[src/rtl/mem_arbiter_pkg.sv]
// Shared definitions for the fetch/data memory arbiter: read-owner
// encoding, starvation defaults and bus widths.
package mem_arbiter_pkg;

    // Which port owns the read that is currently in flight.
    typedef enum logic [1:0] {
        OWN_IDLE  = 2'd0,
        OWN_RD_IF = 2'd1,
        OWN_RD_D  = 2'd2
    } owner_e;

    localparam int STARVE_MAX_DEF = 4;
    localparam int DATA_W         = 32;
    localparam int BE_W           = DATA_W / 8;

    // Counter width able to hold 0..max inclusive.
    function automatic int starve_cnt_w(input int max);
        return (max < 1) ? 1 : $clog2(max + 1);
    endfunction

endpackage

[src/rtl/arb_starve_cnt.sv]
// Saturating count of consecutive cycles in which the fetch port asked
// for the memory and was refused.
module arb_starve_cnt
    import mem_arbiter_pkg::*;
#(
    parameter int STARVE_MAX = STARVE_MAX_DEF,
    parameter int CW         = starve_cnt_w(STARVE_MAX)
) (
    input  logic          clk,
    input  logic          rst,
    input  logic          req_i,
    input  logic          gnt_i,
    output logic [CW-1:0] cnt_o
);

    localparam logic [CW-1:0] LIM = CW'(STARVE_MAX);

    logic [CW-1:0] cnt_q;
    logic [CW-1:0] cnt_d;

    // Count refused cycles, stick at the limit, drop to zero once served or idle.
    always_comb begin
        cnt_d = '0;
        if (req_i && !gnt_i) begin
            cnt_d = (cnt_q == LIM) ? cnt_q : cnt_q + CW'(1);
        end
    end

    // Counter register, cleared by reset.
    always_ff @(posedge clk or negedge rst) begin
        if (!rst) begin
            cnt_q <= '0;
        end else begin
            cnt_q <= cnt_d;
        end
    end

    assign cnt_o = cnt_q;

endmodule

[src/rtl/mem_arbiter.sv]
// Two-port arbiter in front of a single-ported synchronous RAM. The data
// port wins contention unless the fetch port has been starved for
// STARVE_MAX cycles; read data returns one cycle after the grant.
module mem_arbiter
    import mem_arbiter_pkg::*;
#(
    parameter int AW         = 14,
    parameter int STARVE_MAX = STARVE_MAX_DEF
) (
    input  logic              clk,
    input  logic              rst,
    input  logic              if_req,
    input  logic [AW-1:0]     if_addr,
    output logic              if_gnt,
    output logic              if_rvalid,
    output logic [DATA_W-1:0] if_rdata,
    input  logic              d_req,
    input  logic [BE_W-1:0]   d_we,
    input  logic [AW-1:0]     d_addr,
    input  logic [DATA_W-1:0] d_wdata,
    output logic              d_gnt,
    output logic              d_rvalid,
    output logic [DATA_W-1:0] d_rdata,
    output logic              mem_en,
    output logic [BE_W-1:0]   mem_we,
    output logic [AW-1:0]     mem_addr,
    output logic [DATA_W-1:0] mem_din,
    input  logic [DATA_W-1:0] mem_dout
);

    localparam int            CW  = starve_cnt_w(STARVE_MAX);
    localparam logic [CW-1:0] LIM = CW'(STARVE_MAX);

    logic [CW-1:0]     starve_cnt;
    logic              force_if;
    owner_e            owner_q;
    owner_e            owner_d;
    logic [DATA_W-1:0] if_rdata_q;
    logic [DATA_W-1:0] d_rdata_q;

    assign force_if = (starve_cnt == LIM);

    // Grant decision; nothing is granted while reset is held.
    always_comb begin
        d_gnt  = rst && d_req && !(if_req && force_if);
        if_gnt = rst && if_req && !(d_req && !force_if);
    end

    arb_starve_cnt #(
        .STARVE_MAX (STARVE_MAX),
        .CW         (CW)
    ) u_starve (
        .clk   (clk),
        .rst   (rst),
        .req_i (if_req),
        .gnt_i (if_gnt),
        .cnt_o (starve_cnt)
    );

    // Steer the winning port onto the RAM; bus is all-zero when idle.
    always_comb begin
        mem_en   = if_gnt || d_gnt;
        mem_we   = d_gnt ? d_we : '0;
        mem_addr = '0;
        mem_din  = d_gnt ? d_wdata : '0;
        if (if_gnt) begin
            mem_addr = if_addr;
        end else if (d_gnt) begin
            mem_addr = d_addr;
        end
    end

    // Owner of next cycle's RAM output follows this cycle's grant; stores own nothing.
    always_comb begin
        owner_d = OWN_IDLE;
        if (if_gnt) begin
            owner_d = OWN_RD_IF;
        end else if (d_gnt && (d_we == '0)) begin
            owner_d = OWN_RD_D;
        end
    end

    // Owner FSM; asynchronous reset drops any read in flight.
    always_ff @(posedge clk or negedge rst) begin
        if (!rst) begin
            owner_q <= OWN_IDLE;
        end else begin
            owner_q <= owner_d;
        end
    end

    assign if_rvalid = (owner_q == OWN_RD_IF);
    assign d_rvalid  = (owner_q == OWN_RD_D);

    // Each port's last read word is kept so it holds between its own rvalids.
    always_ff @(posedge clk or negedge rst) begin
        if (!rst) begin
            if_rdata_q <= '0;
            d_rdata_q  <= '0;
        end else begin
            if (if_rvalid) begin
                if_rdata_q <= mem_dout;
            end
            if (d_rvalid) begin
                d_rdata_q <= mem_dout;
            end
        end
    end

    assign if_rdata = if_rvalid ? mem_dout : if_rdata_q;
    assign d_rdata  = d_rvalid ? mem_dout : d_rdata_q;

endmodule
[config.mk]
export PLATFORM = sky130hd
export DESIGN_NAME = mem_arbiter
export DESIGN_NICKNAME = d
export VERILOG_FILES = /design/src/rtl/mem_arbiter_pkg.sv /design/src/rtl/arb_starve_cnt.sv /design/src/rtl/mem_arbiter.sv
export SDC_FILE = /design/constraint.sdc
export NUM_CORES = 1
export LEC_CHECK = 0
export ABC_CLOCK_PERIOD_IN_PS = 1890
export BUFFER_PORTS_ARGS = -buffer_cell sky130_fd_sc_hd__buf_2
export CELL_PAD_IN_SITES_DETAIL_PLACEMENT = 1
export CELL_PAD_IN_SITES_GLOBAL_PLACEMENT = 2
export CORE_ASPECT_RATIO = 0.8
export CORE_MARGIN = 2
export CORE_UTILIZATION = 26
export CTS_CLUSTER_DIAMETER = 50
export DETAILED_ROUTE_END_ITERATION = 16
export PLACE_DENSITY_LB_ADDON = 0.1
export SYNTH_ARGS = -nofsm -noshare
export SYNTH_HDL_FRONTEND = slang
export SYNTH_SLANG_ARGS = --single-unit
[constraint.sdc]
create_clock -name clk -period 1.89 [get_ports clk]
set_input_delay 0.2835 -clock clk [delete_from_list [all_inputs] [get_ports clk]]
set_output_delay 0.2835 -clock clk [all_outputs]
set_load 0.005 [all_outputs]
==> results.sh, run 1 <==
export IMPL_numCtsBuffers=9
export IMPL_hold_viol_final=0
export IMPL_core_area_um2=13550
export IMPL_drcViolationCount=0
export IMPL_synth_distinct_cells=31
export IMPL_die_w_um=135.5
export IMPL_wirelength_um=11980
export IMPL_ant_nets=0
export IMPL_cts_tree="built"
export IMPL_antenna_found_initial=0
export IMPL_power_share_sequential=0.357
export IMPL_path_class="reg -> out"
export IMPL_portBuffers=218
export IMPL_slew_headroom=0.4337
export IMPL_crit_path_end_kind="output pin"
export IMPL_clock_sinks=69
export IMPL_yosys_warnings=0
export IMPL_setup_ws_ns=-0.02436
export IMPL_drive_gt1_frac=0.7271
export IMPL_power_internal_mw=3.862
export IMPL_placementRows=38
export IMPL_p_switching_mw=1.251
export IMPL_slew_violations=0
export IMPL_status="finished with violations"
export IMPL_mostFrequentLayoutCells="168 x buf_2, 68 x dfrtp_1, 61 x mux2_4"
export IMPL_tightest_slew_ns=0.8495
export IMPL_power_density_nw_per_um2=856.8
export IMPL_hold_path_class="in -> reg"
export IMPL_gp_congestion=0.6884
export IMPL_max_cap_viol_count=0
export IMPL_setup_viol=20
export IMPL_leakage_nw=3.079
export IMPL_final_nets=599
export IMPL_first_global_vias=3266
export IMPL_fillers=1501
export IMPL_die_y_um=109.2
export IMPL_violations="setup timing"
export IMPL_critPathSlowestCell="dfrtp_2"
export IMPL_clk_latency_ns=0.32
export IMPL_final_cells=682
export IMPL_synth_avg_cell_area_um2=13.48
export IMPL_wl_per_cell_um=17.56
export IMPL_clock_skew_ns=0.004962
export IMPL_syn_area_um2=3598
export IMPL_synth_seq_cells=69
export IMPL_cp_start_kind="register"
export IMPL_seq_area_um2=1728
export IMPL_power_mw=5.114
export IMPL_synth_nets=369
export IMPL_combPwrFrac=0.290
export IMPL_grt_util_all_layers=0.1444
export IMPL_fmax_ghz=0.5224
export IMPL_path_cells="nor2b_4 -> buf_12 -> clkbuf_16 -> mux2_4 -> buf_6"
export IMPL_cts_root_buf="clkbuf_16"
export IMPL_cts_buffer_depth=2
export IMPL_drtIter0Drc=70
export IMPL_dp_hpwl_um=8226
export IMPL_die_area_um2=14800
export IMPL_htree_levels=3
export IMPL_crit_family="buffers and inverters"
export IMPL_drtPass1Iterations=3
export IMPL_grt_pass1_wl_um=16750
export IMPL_antennaDiodeCount=0
export IMPL_yosysSeqAreaShare=0.4798
export IMPL_period_needed_ns=1.914
export IMPL_grt_overflow_total=0
export IMPL_grt_max_degree=68
export IMPL_dp_cells=650
export IMPL_synthToLayoutAreaGrowth_pct=65.86
export IMPL_via_count=3080
export IMPL_required_ns=1.61
export IMPL_cts_clk_slew_worst_paths_ns=0.06
export IMPL_synthCells=267
export IMPL_dpl_worst_slack_ns=0.1260
export IMPL_slowest_delay_ns=0.43
export IMPL_via_per_inst=4.516
export IMPL_ir_drop_mv=0.4031
export IMPL_start_util=0.2656
export IMPL_critical_path_arrival_ns=1.63
export IMPL_critPathBufInv=3
export IMPL_rsz0062_at_grt="true"
export IMPL_period_share=1.013
export IMPL_boundaryPins=219
export IMPL_p_clk_frac=0.353
export IMPL_cp_max_fo=9
export IMPL_switching_share=0.2447
export IMPL_mostFrequentLayoutCell="buf_2"
export IMPL_fin_setup_tns_ns=-0.3153
export IMPL_multi_input_area_um2=1842
-- layer usage --
metal / global-route usage / vias up / share of wire
li1: - / 1428 / -
met1: 0.1691 / 1507 / 0.41
met2: 0.2618 / 136 / 0.51
met3: 0.04556 / 9 / 0.074
met4: 0.02902 / 0 / 0.0061
met5: 0 / - / 0
-- cell usage after synthesis, drive strengths merged --
| cell | n | share of area |
|---|---|---|
| inv | 3 | 0.0031 |
| o211a | 1 | 0.0028 |
| clkbuf | 4 | 0.0049 |
| and2 | 2 | 0.0035 |
| nand2b | 2 | 0.0035 |
| nand3b | 1 | 0.0021 |
| nor3 | 1 | 0.0014 |
| nor2b | 2 | 0.0035 |
| and3 | 37 | 0.064 |
| nor2 | 2 | 0.0028 |
| nand4b | 1 | 0.0024 |
| a21boi | 1 | 0.0052 |
| nand3 | 29 | 0.042 |
| o21a | 1 | 0.0021 |
| ha | 2 | 0.0070 |
| o32ai | 2 | 0.0049 |
| mux2 | 64 | 0.26 |
| nand2 | 3 | 0.0031 |
| buf | 23 | 0.056 |
| dfrtp | 69 | 0.48 |
| or4 | 1 | 0.0021 |
| o22ai | 15 | 0.042 |
| nand4 | 1 | 0.0017 |
-- logic make-up (layout without fill, tap and decap cells) --
group | after synthesis | in the layout | synth area share
flops | 69 | 69 | 0.4798
mux | 64 | 64 | 0.2608
fa+ha+maj | 2 | 2 | 0.006953
compound gates | 20 | 20 | 0.05668
simple gates | 82 | 82 | 0.1321
buf+inv | 30 | 265 | 0.06363
-- flip-flops by register name (all words and copies together) (netlist names) --
| signal | cells |
|---|---|
| d_rdata_q | 32 |
| if_rdata_q | 32 |
| u_starve.cnt_o | 3 |
| owner_q | 2 |
-- through the flow --
stage	hold slack, ns	utilization	area (µm²)
after CTS	0.2057	0.3987	5403
after global routing	0.2109	0.4404	5968
after global placement	0.1556	0.3597	4875
after detailed placement	0.1620	0.3597	4875
after floorplan	-0.01209	-	3598
final	0.2207	0.4404	5968
-- cell type report --
class	instances	share of cell area
Clock buffer	11	0.04067
Clock inverter	5	0.01405
Inverter	3	0.001887
Multi-Input combinational cell	168	0.3086
Sequential cell	69	0.2895
Tap cell	180	0.03774
Timing Repair Buffer	246	0.3075
-- final timing paths --
check / to / depth (start not counted) / start / slack, ns
max in group asynchronous: if_rdata_q[12]$_DFF_PN0_ / 2 / rst / 0.97
worst min register to register: if_rdata_q[12]$_DFF_PN0_ / 1 / if_rdata_q[12]$_DFF_PN0_ / 0.49
worst max-delay path: d_rdata[29] / 5 / owner_q[0]$_DFF_PN0_ / -0.02
worst max register to register: d_rdata_q[8]$_DFF_PN0_ / 5 / owner_q[0]$_DFF_PN0_ / 0.46
min in group asynchronous: u_starve.cnt_o[2]$_DFFE_PN0P_ / 2 / rst / 0.34
worst min-delay path: if_rdata_q[14]$_DFF_PN0_ / 2 / mem_dout[14] / 0.22
-- power by group through the flow --
| stage | clock network, mW | logic [mW] | registers (mW) |
|---|---|---|---|
| after floorplan | 0 | 0.649 | 1.82 |
| after global placement | 0 | 1.19 | 1.84 |
| after detailed placement | 0 | 1.20 | 1.85 |
| after CTS | 1.88 | 1.35 | 1.83 |
| after global routing | 1.94 | 1.61 | 1.86 |
| final | 1.80 | 1.48 | 1.83 |
-- what timing repair did --
item	in CTS	in global routing
gates resized for setup	32	57
hold endpoints to repair	2	0
cloned	0	7
hold buffers	1	0
pin swaps	1	0
buffers inserted	2	6
setup endpoints to repair	91	83
Power figures use the tool's default switching activity.
==> run 2: changes to the inputs <==
- CELL_PAD_IN_SITES_DETAIL_PLACEMENT: 1 -> not set
- CELL_PAD_IN_SITES_GLOBAL_PLACEMENT: 2 -> not set
- CORE_UTILIZATION: 26 -> 44
==> run 2 against run 1 <==
  * Flip-flop and latch count unchanged
  * Critical path type unchanged
  * The flow still finishes with violations (setup timing)
  * Register-to-register slack worse by 0.09 ns
  * Final area up 5.2%
  * Die area down 40%
  * Largest power group unchanged
==> results.sh, run 2 (same netlist as run 1, synthesis figures left out) <==
export IMPL_status="finished with violations"
export IMPL_violations="setup timing"
export IMPL_slew_headroom=0.5461
export IMPL_grt_max_degree=55
export IMPL_max_cap_viol_count=0
export IMPL_rsz0062_at_grt="true"
export IMPL_power_mw=4.867
export IMPL_placed_area_um2=4752
export IMPL_synthToLayoutAreaGrowth_pct=74.44
export IMPL_mostFrequentLayoutCell="buf_2"
export IMPL_mostFrequentLayoutCells="124 x buf_2, 97 x buf_6, 69 x dfrtp_1"
export IMPL_grt_overflow_total=0
export IMPL_die_y_um=84.89
export IMPL_via_per_inst=5.204
export IMPL_die_area_um2=8922
export IMPL_drtPass1Iterations=4
export IMPL_fin_area_um2=6277
export IMPL_setup_viol=66
export IMPL_htree_levels=3
export IMPL_die_w_um=105.1
export IMPL_portBuffers=218
export IMPL_final_nets=621
export IMPL_power_density_nw_per_um2=775.3
export IMPL_leakage_nw=3.230
export IMPL_antenna_found_initial=0
export IMPL_boundaryPins=219
export IMPL_wl_per_cell_um=19.20
export IMPL_cts_root_buf="clkbuf_8"
export IMPL_cts_clk_slew_worst_paths_ns=0.07
export IMPL_start_util=0.4528
export IMPL_antennaDiodeCount=0
export IMPL_ant_nets=0
export IMPL_ctsHoldBuffers=0
export IMPL_via_count=3289
export IMPL_required_ns=1.61
export IMPL_fmax_ghz=0.5148
export IMPL_placementRows=29
export IMPL_hold_path_class="in -> async"
export IMPL_critical_path_arrival_ns=1.66
export IMPL_fin_setup_tns_ns=-1.187
export IMPL_grt_pass1_wl_um=16680
export IMPL_grt_util_all_layers=0.2415
export IMPL_core_area_um2=7946
export IMPL_fillers=482
export IMPL_clock_skew_ns=0.009185
export IMPL_clk_latency_ns=0.34
export IMPL_drive_gt1_frac=0.7672
export IMPL_crit_path_end_kind="output pin"
export IMPL_clock_sinks=69
export IMPL_path_class="reg -> out"
export IMPL_slew_violations=0
export IMPL_gp_congestion=0.8757
export IMPL_cts_buffer_depth=2
export IMPL_dp_hpwl_um=7179
export IMPL_tightest_slew_ns=0.6809
export IMPL_drtIter0Drc=112
export IMPL_cp_start_kind="register"
export IMPL_drcViolationCount=0
export IMPL_cp_max_fo=11
export IMPL_period_share=1.028
export IMPL_setup_ws_ns=-0.05239
export IMPL_ir_drop_mv=0.4124
export IMPL_first_global_vias=3150
export IMPL_hold_viol_final=0
export IMPL_whs_ns=0.04741
export IMPL_period_needed_ns=1.942
export IMPL_dpl_worst_slack_ns=0.1637
export IMPL_wirelength_um=12140
export IMPL_numCtsBuffers=9
export IMPL_cts_tree="built"
-- run 2: area by class of cell --
cell class | count | area (µm²) | area share
repair buffers | 268 | 2298 | 0.3662
flip-flops and latches | 69 | 1727 | 0.2751
inverters | 3 | 11.26 | 0.001794
clock inverters | 6 | 61.31 | 0.009767
clock buffers | 10 | 137.6 | 0.02193
well taps | 108 | 135.1 | 0.02153
multi-input cells | 168 | 1907 | 0.3038
-- run 2: worst max-delay path, stage by stage, from the launching register on --
cell	delay (ns)
dfrtp_1	0.42
buf_6	0.13
nand2b_4	0.14
buf_12	0.18
mux2_4	0.33
buf_6	0.12
-- run 2: where the power goes --
group	total, mW	leakage, nW	internal (mW)	switching, mW
Clock	1.20	0.102	0.643	0.558
Combinational	1.83	2.27	1.19	0.638
Sequential	1.83	0.854	1.74	0.0901
Total	4.87	3.23	3.58	1.29
-- run 2: stage by stage --
stage | utilization | std cells
after floorplan | - | 267
after global placement | 0.5980 | 577
after detailed placement | 0.5980 | 577
after CTS | 0.7021 | 610
after global routing | 0.7900 | 632
final | 0.7900 | 632
-- run 2: worst paths after layout --
check	startpoint	end	slack, ns	cells after the start
max in group asynchronous	rst	d_rdata_q[26]$_DFF_PN0_	0.77	3
setup / recovery	owner_q[0]$_DFF_PN0_	if_rdata[18]	-0.05	5
setup reg to reg	owner_q[0]$_DFF_PN0_	d_rdata_q[20]$_DFF_PN0_	0.37	6
min in group clk	mem_dout[30]	d_rdata_q[30]$_DFF_PN0_	0.21	2
hold reg to reg	d_rdata_q[18]$_DFF_PN0_	d_rdata_q[18]$_DFF_PN0_	0.50	1
hold / removal	rst	d_rdata_q[7]$_DFF_PN0_	0.05	2
-- run 2: routing by layer --
metal | vias to the layer above | track usage | part of all wire
met4 | 0 | 0.08848 | 0.027
li1 | 1479 | - | -
met1 | 1626 | 0.2877 | 0.37
met5 | - | 0 | 0
met3 | 31 | 0.06221 | 0.059
met2 | 153 | 0.4250 | 0.54
-- run 2: what timing repair did --
| item | CTS | global route |
|---|---|---|
| gates resized for setup | 78 | 82 |
| gates cloned | 4 | 6 |
| pin swaps | 1 | 6 |
| setup endpoints to repair | 92 | 116 |
| setup buffers | 14 | 16 |
| hold endpoints to repair | 0 | 0 |
